==> src/rtl/vedic_mul_seq_if.sv <==
// Operand/result handshake bundle for the sequential vedic multiplier.
// The producer/consumer side uses master, the multiplier uses slave.
interface vedic_mul_seq_if #(
    parameter int WIDTH = 8
);
    logic                 in_valid;
    logic                 in_ready;
    logic [WIDTH-1:0]     a;
    logic [WIDTH-1:0]     b;
    logic                 out_valid;
    logic                 out_ready;
    logic [2*WIDTH-1:0]   product;
    logic                 busy;

    modport master (
        output in_valid, a, b, out_ready,
        input  in_ready, out_valid, product, busy
    );

    modport slave (
        input  in_valid, a, b, out_ready,
        output in_ready, out_valid, product, busy
    );
endinterface

==> src/rtl/vedic_mul_seq.sv <==
// Multi-cycle unsigned multiplier: four half-width Urdhva-Tiryagbhyam cross
// products, one per cycle, accumulated with shifts into a 2*WIDTH result.
module vedic_mul_seq #(
    parameter int WIDTH = 8
) (
    input  logic             clk,
    input  logic             rst_n,
    vedic_mul_seq_if.slave   bus
);
    localparam int H  = WIDTH / 2;
    localparam int PW = 2 * WIDTH;

    typedef enum logic [1:0] {
        S_IDLE,
        S_CALC,
        S_DONE
    } state_t;

    state_t            state_q, state_d;
    logic [WIDTH-1:0]  a_q, b_q;
    logic [PW-1:0]     acc_q;
    logic [PW-1:0]     product_q;
    logic [1:0]        idx_q;

    logic [H-1:0]      op_x, op_y;
    logic [2*H-1:0]    pp;
    logic [PW-1:0]     pp_ext;
    logic [PW-1:0]     pp_shifted;
    logic [PW-1:0]     sum;

    // Full-adder cell; the accumulator is a ripple chain of these.
    function automatic logic [1:0] full_add(input logic x, input logic y, input logic c);
        full_add = {(x & y) | (x & c) | (y & c), x ^ y ^ c};
    endfunction

    // Urdhva-Tiryagbhyam: each output column is the sum of all crosswise bit
    // products of that weight plus the carry rippled in from the column below.
    function automatic logic [2*H-1:0] vedic_hxh(input logic [H-1:0] x, input logic [H-1:0] y);
        logic [2*H-1:0] r;
        logic [2*H-1:0] col;
        logic [2*H-1:0] carry;
        logic [2*H-1:0] bit_ext;
        r     = '0;
        carry = '0;
        for (int k = 0; k < 2*H-1; k++) begin
            col = carry;
            for (int i = 0; i < H; i++) begin
                if ((k - i >= 0) && (k - i < H)) begin
                    bit_ext    = '0;
                    bit_ext[0] = x[i] & y[k-i];
                    col        = col + bit_ext;
                end
            end
            r[k]  = col[0];
            carry = col >> 1;
        end
        r[2*H-1] = carry[0];
        return r;
    endfunction

    // Cross-product selection for the current step.
    always_comb begin
        // NOTE: every signal written here gets a value before any branch, so no latch can be inferred.
        op_x       = a_q[H-1:0];
        op_y       = b_q[H-1:0];
        pp         = vedic_hxh(op_x, op_y);
        pp_ext     = '0;
        pp_shifted = '0;
        case (idx_q)
            2'd0: begin op_x = a_q[H-1:0];     op_y = b_q[H-1:0];     end
            2'd1: begin op_x = a_q[H-1:0];     op_y = b_q[WIDTH-1:H]; end
            2'd2: begin op_x = a_q[WIDTH-1:H]; op_y = b_q[H-1:0];     end
            default: begin op_x = a_q[WIDTH-1:H]; op_y = b_q[WIDTH-1:H]; end
        endcase
        pp     = vedic_hxh(op_x, op_y);
        pp_ext = {{(PW-2*H){1'b0}}, pp};
        case (idx_q)
            2'd0:    pp_shifted = pp_ext;
            2'd1,
            2'd2:    pp_shifted = pp_ext << H;
            default: pp_shifted = pp_ext << (2*H);
        endcase
    end

    // Ripple accumulate; the full product fits in PW bits so the final carry is dropped.
    always_comb begin
        logic       c;
        logic [1:0] fa;
        sum = '0;
        c   = 1'b0;
        for (int i = 0; i < PW; i++) begin
            fa     = full_add(acc_q[i], pp_shifted[i], c);
            sum[i] = fa[0];
            c      = fa[1];
        end
    end

    always_comb begin
        state_d = state_q;
        case (state_q)
            S_IDLE:  if (bus.in_valid)   state_d = S_CALC;
            S_CALC:  if (idx_q == 2'd3)  state_d = S_DONE;
            S_DONE:  if (bus.out_ready)  state_d = S_IDLE;
            default:                     state_d = S_IDLE;
        endcase
    end

    always_ff @(posedge clk or negedge rst_n) begin
        // NOTE: registers use non-blocking assignment so every flop samples pre-edge values.
        if (!rst_n) state_q <= S_IDLE;
        else        state_q <= state_d;
    end

    always_ff @(posedge clk or negedge rst_n) begin
        if (!rst_n) begin
            a_q       <= '0;
            b_q       <= '0;
            acc_q     <= '0;
            idx_q     <= '0;
            product_q <= '0;
        end else begin
            case (state_q)
                S_IDLE: begin
                    if (bus.in_valid) begin
                        a_q   <= bus.a;
                        b_q   <= bus.b;
                        acc_q <= '0;
                        idx_q <= '0;
                    end
                end
                S_CALC: begin
                    acc_q <= sum;
                    idx_q <= idx_q + 2'd1;
                    if (idx_q == 2'd3) product_q <= sum;
                end
                default: ;
            endcase
        end
    end

    // Handshake outputs are pure state decodes; nothing combinational from inputs.
    assign bus.in_ready  = (state_q == S_IDLE);
    assign bus.out_valid = (state_q == S_DONE);
    assign bus.busy      = (state_q != S_IDLE);
    assign bus.product   = product_q;
endmodule
==> src/flat_wrapper.sv <==
// flat-port wrapper written by rule: the top's interface ports become plain ports
module vedic_mul_seq_flat 
#(
    parameter int WIDTH = 8
)
  (clk, rst_n, bus_in_valid, bus_a, bus_b, bus_out_ready, bus_in_ready, bus_out_valid, bus_product, bus_busy);
  vedic_mul_seq_if #(.WIDTH(WIDTH)) bus_i ();
  input  logic clk;
  input  logic rst_n;
  input wire logic [$bits(bus_i.in_valid)-1:0] bus_in_valid;
  input wire logic [$bits(bus_i.a)-1:0] bus_a;
  input wire logic [$bits(bus_i.b)-1:0] bus_b;
  input wire logic [$bits(bus_i.out_ready)-1:0] bus_out_ready;
  output wire logic [$bits(bus_i.in_ready)-1:0] bus_in_ready;
  output wire logic [$bits(bus_i.out_valid)-1:0] bus_out_valid;
  output wire logic [$bits(bus_i.product)-1:0] bus_product;
  output wire logic [$bits(bus_i.busy)-1:0] bus_busy;
  assign bus_i.in_valid = bus_in_valid;
  assign bus_i.a = bus_a;
  assign bus_i.b = bus_b;
  assign bus_i.out_ready = bus_out_ready;
  assign bus_in_ready = bus_i.in_ready;
  assign bus_out_valid = bus_i.out_valid;
  assign bus_product = bus_i.product;
  assign bus_busy = bus_i.busy;
  vedic_mul_seq #(.WIDTH(WIDTH)) u_core (.clk(clk), .rst_n(rst_n), .bus(bus_i));
endmodule
==> config.mk <==
export PLATFORM = sky130hd
export DESIGN_NAME = vedic_mul_seq_flat
export DESIGN_NICKNAME = d
export VERILOG_FILES = /design/src/rtl/vedic_mul_seq_if.sv /design/src/rtl/vedic_mul_seq.sv /design/src/flat_wrapper.sv
export SDC_FILE = /design/constraint.sdc
export NUM_CORES = 1
export LEC_CHECK = 0
export CORE_ASPECT_RATIO = 0.75
export CORE_MARGIN = 4
export CORE_UTILIZATION = 55
export DETAILED_ROUTE_END_ITERATION = 12
export HOLD_SLACK_MARGIN = 0.06
export PLACE_DENSITY = 0.8
export SLEW_MARGIN = 5
export SYNTH_ARGS = -nofsm -noshare
export SYNTH_HDL_FRONTEND = slang
export SYNTH_SLANG_ARGS = --single-unit
export TNS_END_PERCENT = 5
==> constraint.sdc <==
create_clock -name clk -period 13.91 [get_ports clk]
set_input_delay 2.782 -clock clk [delete_from_list [all_inputs] [get_ports clk]]
set_output_delay 2.782 -clock clk [all_outputs]
set_load 0.05 [all_outputs]
==> impl_metrics.yaml, run 1 <==
grt:
  grt_use_total_pct: 18.7
  gr-total-overflow: 0
  grt_pass1_vias: 2051
  grt_max_degree: 53
  antenna_found_initial: 0
  grt_pass1_wl_um: 9840
synth:
  synth_seq_cells: 52
  synthCells: 267
  syn_avg_cell_area_sq_um: 11.1
  ys_seq_area_share_pct: 43.8
  syn_nets: 319
  syn_area_sq_mm: 0.00297
  synth_cell_types: 30
  yosys_warnings: 0
die:
  initial_core_util_pct: 58.7
  die_area_sq_mm: 0.00665
  die_h_um: 71.7
  rows: 22
  ios: 39
  core_sq_mm: 0.00506
  die_x_um: 92.9
detailed_routing:
  via_count: 1999
  vias_per_cell: 5.30
  drtPass1Iterations: 4
  drt_wl_total_um: 5560
  first_iter_violations: 98
  drc: 0
  wl_per_cell_um: 14.7
  drtAntennaViolNets: 0
sta:
  finalSetupTns_ns: 0
  hold_slack_ns: 0.481
  rsz0062_at_grt: "no"
  clock.fmax_ghz: 0.0940
  final.min_clock_period_ns: 10.64
  fin_skew_ns: 0.00946
  finalSetupViolCount: 0
  fin_ws_ns: 3.27
  finalCritPeriodShare_pct: 76.5
  tightest_slew_ns: 0.971
  slew_headroom_pct: 35.3
  hold_violations: 0
  drv_slew: 0
final_layout:
  area_growth_pct: 18.3
  layout_common_cells: "dfrtp_1 (52), nand2_1 (46), clkdlybuf4s50_1 (37), inv_1 (25), mux2_2 (24)"
  num-fill-cells: 400
  antennaDiodeCount: 0
  nets: 356
  multi_input_area_sq_mm: 0.00151
  layout-drive-gt1-share_pct: 14.8
  seqCellArea_sq_mm: 0.00130
  final_common_cell: "dfrtp_1"
  fin_area_sq_mm: 0.00352
critical_path:
  end_kind: "register"
  cp.arrival_ns: 10.79
  critical_path.max_stage_delay_ns: 0.56
  critical_path_peak_fanout: 6
  regToRegSetupSlack_ns: 3.27
  crit_slowest_cell: "fa_1"
  required_ns: 14.07
  crit_top_cell: "fa_1"
  path_class: "register to register"
  cp-start-kind: "register"
clock_tree:
  cts_sinks: 52
  post-cts-setup-buffers: 0
  clk_pin_slew_ns: 0.09
  cts.path.max_buffers: 2
  htreeDepth: 2
  insertion_delay_ns: 0.31
  cts_root_buf: "clkbuf_8"
  cts_made_buffers: 5
  postCtsResizedCells: 0
  cts_tree: "yes"
  ctsHoldBuffers: 0
place:
  gp_congestion: 0.855
  hpwl_um: 4140
  portBuffers: 38
  place_area_sq_mm: 0.00339
  pre_cts_ws_ns: 3.26
status:
  status: "finished clean"
run:
  cap_violations: 0
worst_hold_path:
  hold_class: "register to register"
[synth_stat cells]
| master | count | area share (%) |
|---|---|---|
| dfrtp_1 | 52 | 44 |
| nand2_1 | 46 | 5.8 |
| inv_1 | 25 | 3.2 |
| mux2_2 | 24 | 9.1 |
| fa_1 | 22 | 15 |
| o21ai_0 | 21 | 3.5 |
| nor2_1 | 11 | 1.4 |
| ha_1 | 10 | 4.2 |
| o22ai_1 | 9 | 1.9 |
| mux2i_1 | 8 | 2.7 |
| or2_2 | 6 | 1.3 |
| buf_2 | 5 | 0.84 |
| nor2b_1 | 4 | 0.84 |
| o31ai_1 | 4 | 1.0 |
| buf_4 | 3 | 0.76 |
| and2_1 | 2 | 0.42 |
| nand2b_1 | 2 | 0.42 |
| a21o_1 | 1 | 0.25 |
| buf_6 | 1 | 0.38 |
| clkbuf_1 | 1 | 0.13 |
| nand3b_2 | 1 | 0.38 |
| nor2_2 | 1 | 0.21 |
| nor2_4 | 1 | 0.38 |
| nor3b_1 | 1 | 0.25 |
| nor3b_4 | 1 | 0.63 |
| o41a_1 | 1 | 0.38 |
| or2b_1 | 1 | 0.25 |
| or3_1 | 1 | 0.21 |
| xnor2_1 | 1 | 0.29 |
| xor2_1 | 1 | 0.29 |
[critical path, delay by kind of cell (launching register included)]
kind                       cells  cell delay (ns)
and+or+nand+nor                3             0.42
adders and majority gates     22             8.10
muxes                          1             0.54
buffers and inverters          7             0.45
DFF                            1             0.41
AOI/OAI and AO/OA              2             0.21
xor gates and xnor gates       2             0.38
[metal layers]
metal / part of all wire (%) / wire, um / track usage, %
met1: 51 / 2860 / 29.3
met5: 0 / 0 / 0
met3: 6.0 / 332 / 5.14
met2: 42 / 2320 / 25.3
met4: 0.85 / 47 / 5.37
[worst paths after layout]
path	start	to	cells after the start
min in group asynchronous	rst_n	u_core.bus.product[6]	2
max in group asynchronous	rst_n	u_core.b_q[6]	2
hold reg to reg	u_core.bus.product[5]	u_core.bus.product[5]	2
setup / recovery	u_core.idx_q[0]	u_core.acc_q[15]	37
setup reg to reg	u_core.idx_q[0]	u_core.acc_q[15]	37
hold / removal	u_core.bus.product[5]	u_core.bus.product[5]	2
[per-stage QoR]
step,cells,util (%)
6_report,377,69.4
5_1_grt,377,69.4
4_1_cts,377,69.4
3_5_place_dp,369,66.9
3_3_place_gp,369,66.9
2_1_floorplan,267,-
[registers in the layout, summed over array words and instances (netlist names)]
register,cells
u_core.state_q,2
u_core.idx_q,2
u_core.a_q,8
u_core.bus.product,16
u_core.acc_q,16
u_core.b_q,8
[cell type report]
class                           instances  share of cell area (%)
Clock buffer                            7                    2.74
Clock inverter                          1                   0.854
Timing Repair Buffer                   40                    11.1
Inverter                               25                    2.67
Sequential cell                        52                    37.0
Multi-Input combinational cell        180                    43.1
Tap cell                               72                    2.56
[logic make-up (layout without fill, tap and decap cells)]
logic type               Yosys count  after routing  synth area share (%)
flip-flops                        52             52                  43.8
XOR/XNOR                           2              2                 0.590
buffers and inverters             35             73                  5.26
multiplexers                      32             32                  11.8
AND/OR/NAND/NOR                   78             78                  12.5
adder cells (fa/ha/maj)           32             32                  19.0
AO/OA/AOI/OAI                     36             36                  7.07
Power of run 1 is left out: the tool's default activity adds up to more than one toggle a clock period on the data nets, which glitch-free logic cannot reach.
==> inputs of run 2 (changes only) <==
CORE_UTILIZATION = 50   (was 55)
PLACE_DENSITY = 0.76   (was 0.8)
clock period = 8.9 ns   (was 13.91 ns; I/O delays follow)
==> run 2 against run 1 <==
The run now ends with negative setup slack left. Final cell count rose by 5.8%. Maximum frequency rose by 12%. Critical path depth did not move. Via count rose by 0.20%. Worst setup slack got worse by 3.8 ns. Sequential cell count did not move. Global-route usage fell by 1.8 points. Non-clock buffer count rose by 16. Largest cell class unchanged. Highest routed layer unchanged.
==> impl_metrics.yaml, run 2 (synthesized netlist as in run 1, its figures left out) <==
final_layout:
  final_common_cell: "dfrtp_1"
  antennaDiodeCount: 0
  layout_common_cells: "dfrtp_1 (51), nand2_1 (46), clkdlybuf4s50_1 (37), mux2_2 (24), inv_1 (19)"
  nets: 372
  layout-drive-gt1-share_pct: 29.0
  area_growth_pct: 27.2
  num-fill-cells: 446
critical_path:
  regToRegSetupSlack_ns: -0.57
  r2r-end: "u_core.acc_q[15]"
  crit_top_cell: "fa_2"
  crit_slowest_cell: "fa_1"
  crit_cells: 37
  startpoint: "u_core.idx_q[1]"
  critical_path.max_stage_delay_ns: 0.54
  required_ns: 9.05
  end_kind: "register"
  r2r-start: "u_core.idx_q[1]"
  cp.arrival_ns: 9.63
  crit_family: "adder cells"
  cp-start-kind: "register"
  critical_path_peak_fanout: 4
  crit_path_end: "u_core.acc_q[15]"
  r2r_cells: 37
  path_class: "register to register"
  crit_buf_inv: 7
sta:
  finalSetupViolCount: 5
  hold_slack_ns: 0.484
  rsz0062_at_grt: "yes"
  hold_violations: 0
  final.min_clock_period_ns: 9.47
  fin_ws_ns: -0.575
  drv_slew: 0
  slew_headroom_pct: 33.4
  tightest_slew_ns: 0.999
  finalCritPeriodShare_pct: 106
  clock.fmax_ghz: 0.106
  fin_skew_ns: 0.00696
grt:
  grt_max_degree: 53
  grt_pass1_vias: 2026
  grt_use_total_pct: 16.9
  gr-total-overflow: 0
  antenna_found_initial: 0
  grt_pass1_wl_um: 9690
clock_tree:
  cts_root_buf: "clkbuf_8"
  cts_made_buffers: 5
  cts.path.max_buffers: 2
  cts_sinks: 52
  htreeDepth: 2
  insertion_delay_ns: 0.30
  cts_tree: "yes"
  clk_pin_slew_ns: 0.09
status:
  violations: "negative setup slack"
  status: "finished, violations left"
detailed_routing:
  via_count: 2003
  wl_per_cell_um: 14.4
  first_iter_violations: 105
  topRoutingLayerUsed: "met4"
  met2_length_um: 2450
  wl_met3_um: 267
  drt_wl_total_um: 5730
  drtAntennaViolNets: 0
  drc: 0
  drtPass1Iterations: 4
  vias_per_cell: 5.02
  wl_met1_um: 2950
die:
  rows: 24
  die_area_sq_mm: 0.00725
  core_sq_mm: 0.00580
  ios: 39
  initial_core_util_pct: 51.3
  die_h_um: 74.8
  die_x_um: 97.0
run:
  cap_violations: 0
worst_hold_path:
  hold_class: "register to register"
place:
  portBuffers: 38
  gp_congestion: 0.854
  hpwl_um: 4240
-- run 2: stage by stage --
| stage | instance area, sq um | worst slack [ns] | utilization (%) | instances | TNS (ns) |
|---|---|---|---|---|---|
| after global routing | 3780 | -0.895 | 65.2 | 399 | -3.84 |
| after floorplan | 3110 | -0.155 | - | 267 | -0.393 |
| final | 3780 | -0.575 | 65.2 | 399 | -1.92 |
| after global placement | 3640 | -0.493 | 62.8 | 389 | -1.53 |
| after CTS | 3760 | -0.559 | 64.9 | 399 | -1.87 |
| after detailed placement | 3640 | -0.577 | 62.8 | 389 | -2.03 |
-- run 2: layer usage --
metal  GRT usage, %  vias up
met2           25.8       45
li1               -      972
met4           4.67        0
met1           25.0      979
met5              0        -
met3           3.33        7
-- run 2: worst min path at each step --
stage                                  to             startpoint  cells past startpoint
global placement    u_core.bus.product[4]  u_core.bus.product[4]                      2
global route        u_core.bus.product[2]  u_core.bus.product[2]                      2
floorplan                   u_core.a_q[2]          u_core.a_q[2]                      1
finish              u_core.bus.product[6]  u_core.bus.product[6]                      2
CTS                 u_core.bus.product[6]  u_core.bus.product[6]                      2
detailed placement  u_core.bus.product[6]  u_core.bus.product[6]                      2
-- run 2: final cells by class --
class / instances / area, sq um / area share [%]
clock inverter: 2 / 35.0 / 0.927
multi-input combinational: 180 / 1670 / 44.1
sequential: 52 / 1300 / 34.5
inverter: 25 / 93.8 / 2.48
clock buffer: 6 / 72.6 / 1.92
tap: 78 / 97.6 / 2.58
timing repair buffer: 56 / 510 / 13.5
-- run 2: what timing repair did --
action | in CTS | in global routing
hold buffers | 0 | 0
resized for setup | 1 | 6
setup endpoints to repair | 6 | 8
pin swaps | 2 | 4
buffers inserted | 2 | 0
-- run 2: worst reg2reg max path: cells and delay by family, from the launching register on --
kind,cells,cell delay [ns]
simple gates,3,0.41
xor+xnor,2,0.40
compound gates,2,0.17
flops,1,0.42
buf+inv,7,0.38
mux,1,0.32
fa+ha+maj,22,7.22
Power of run 2 is left out for the same reason.
==> inputs of run 3 (changes only) <==
SLEW_MARGIN = 25   (was 5)
==> results of run 3 <==
Same layout as run 2: the final DEF is identical, and so are final timing and power.
Power of run 3 is left out for the same reason.
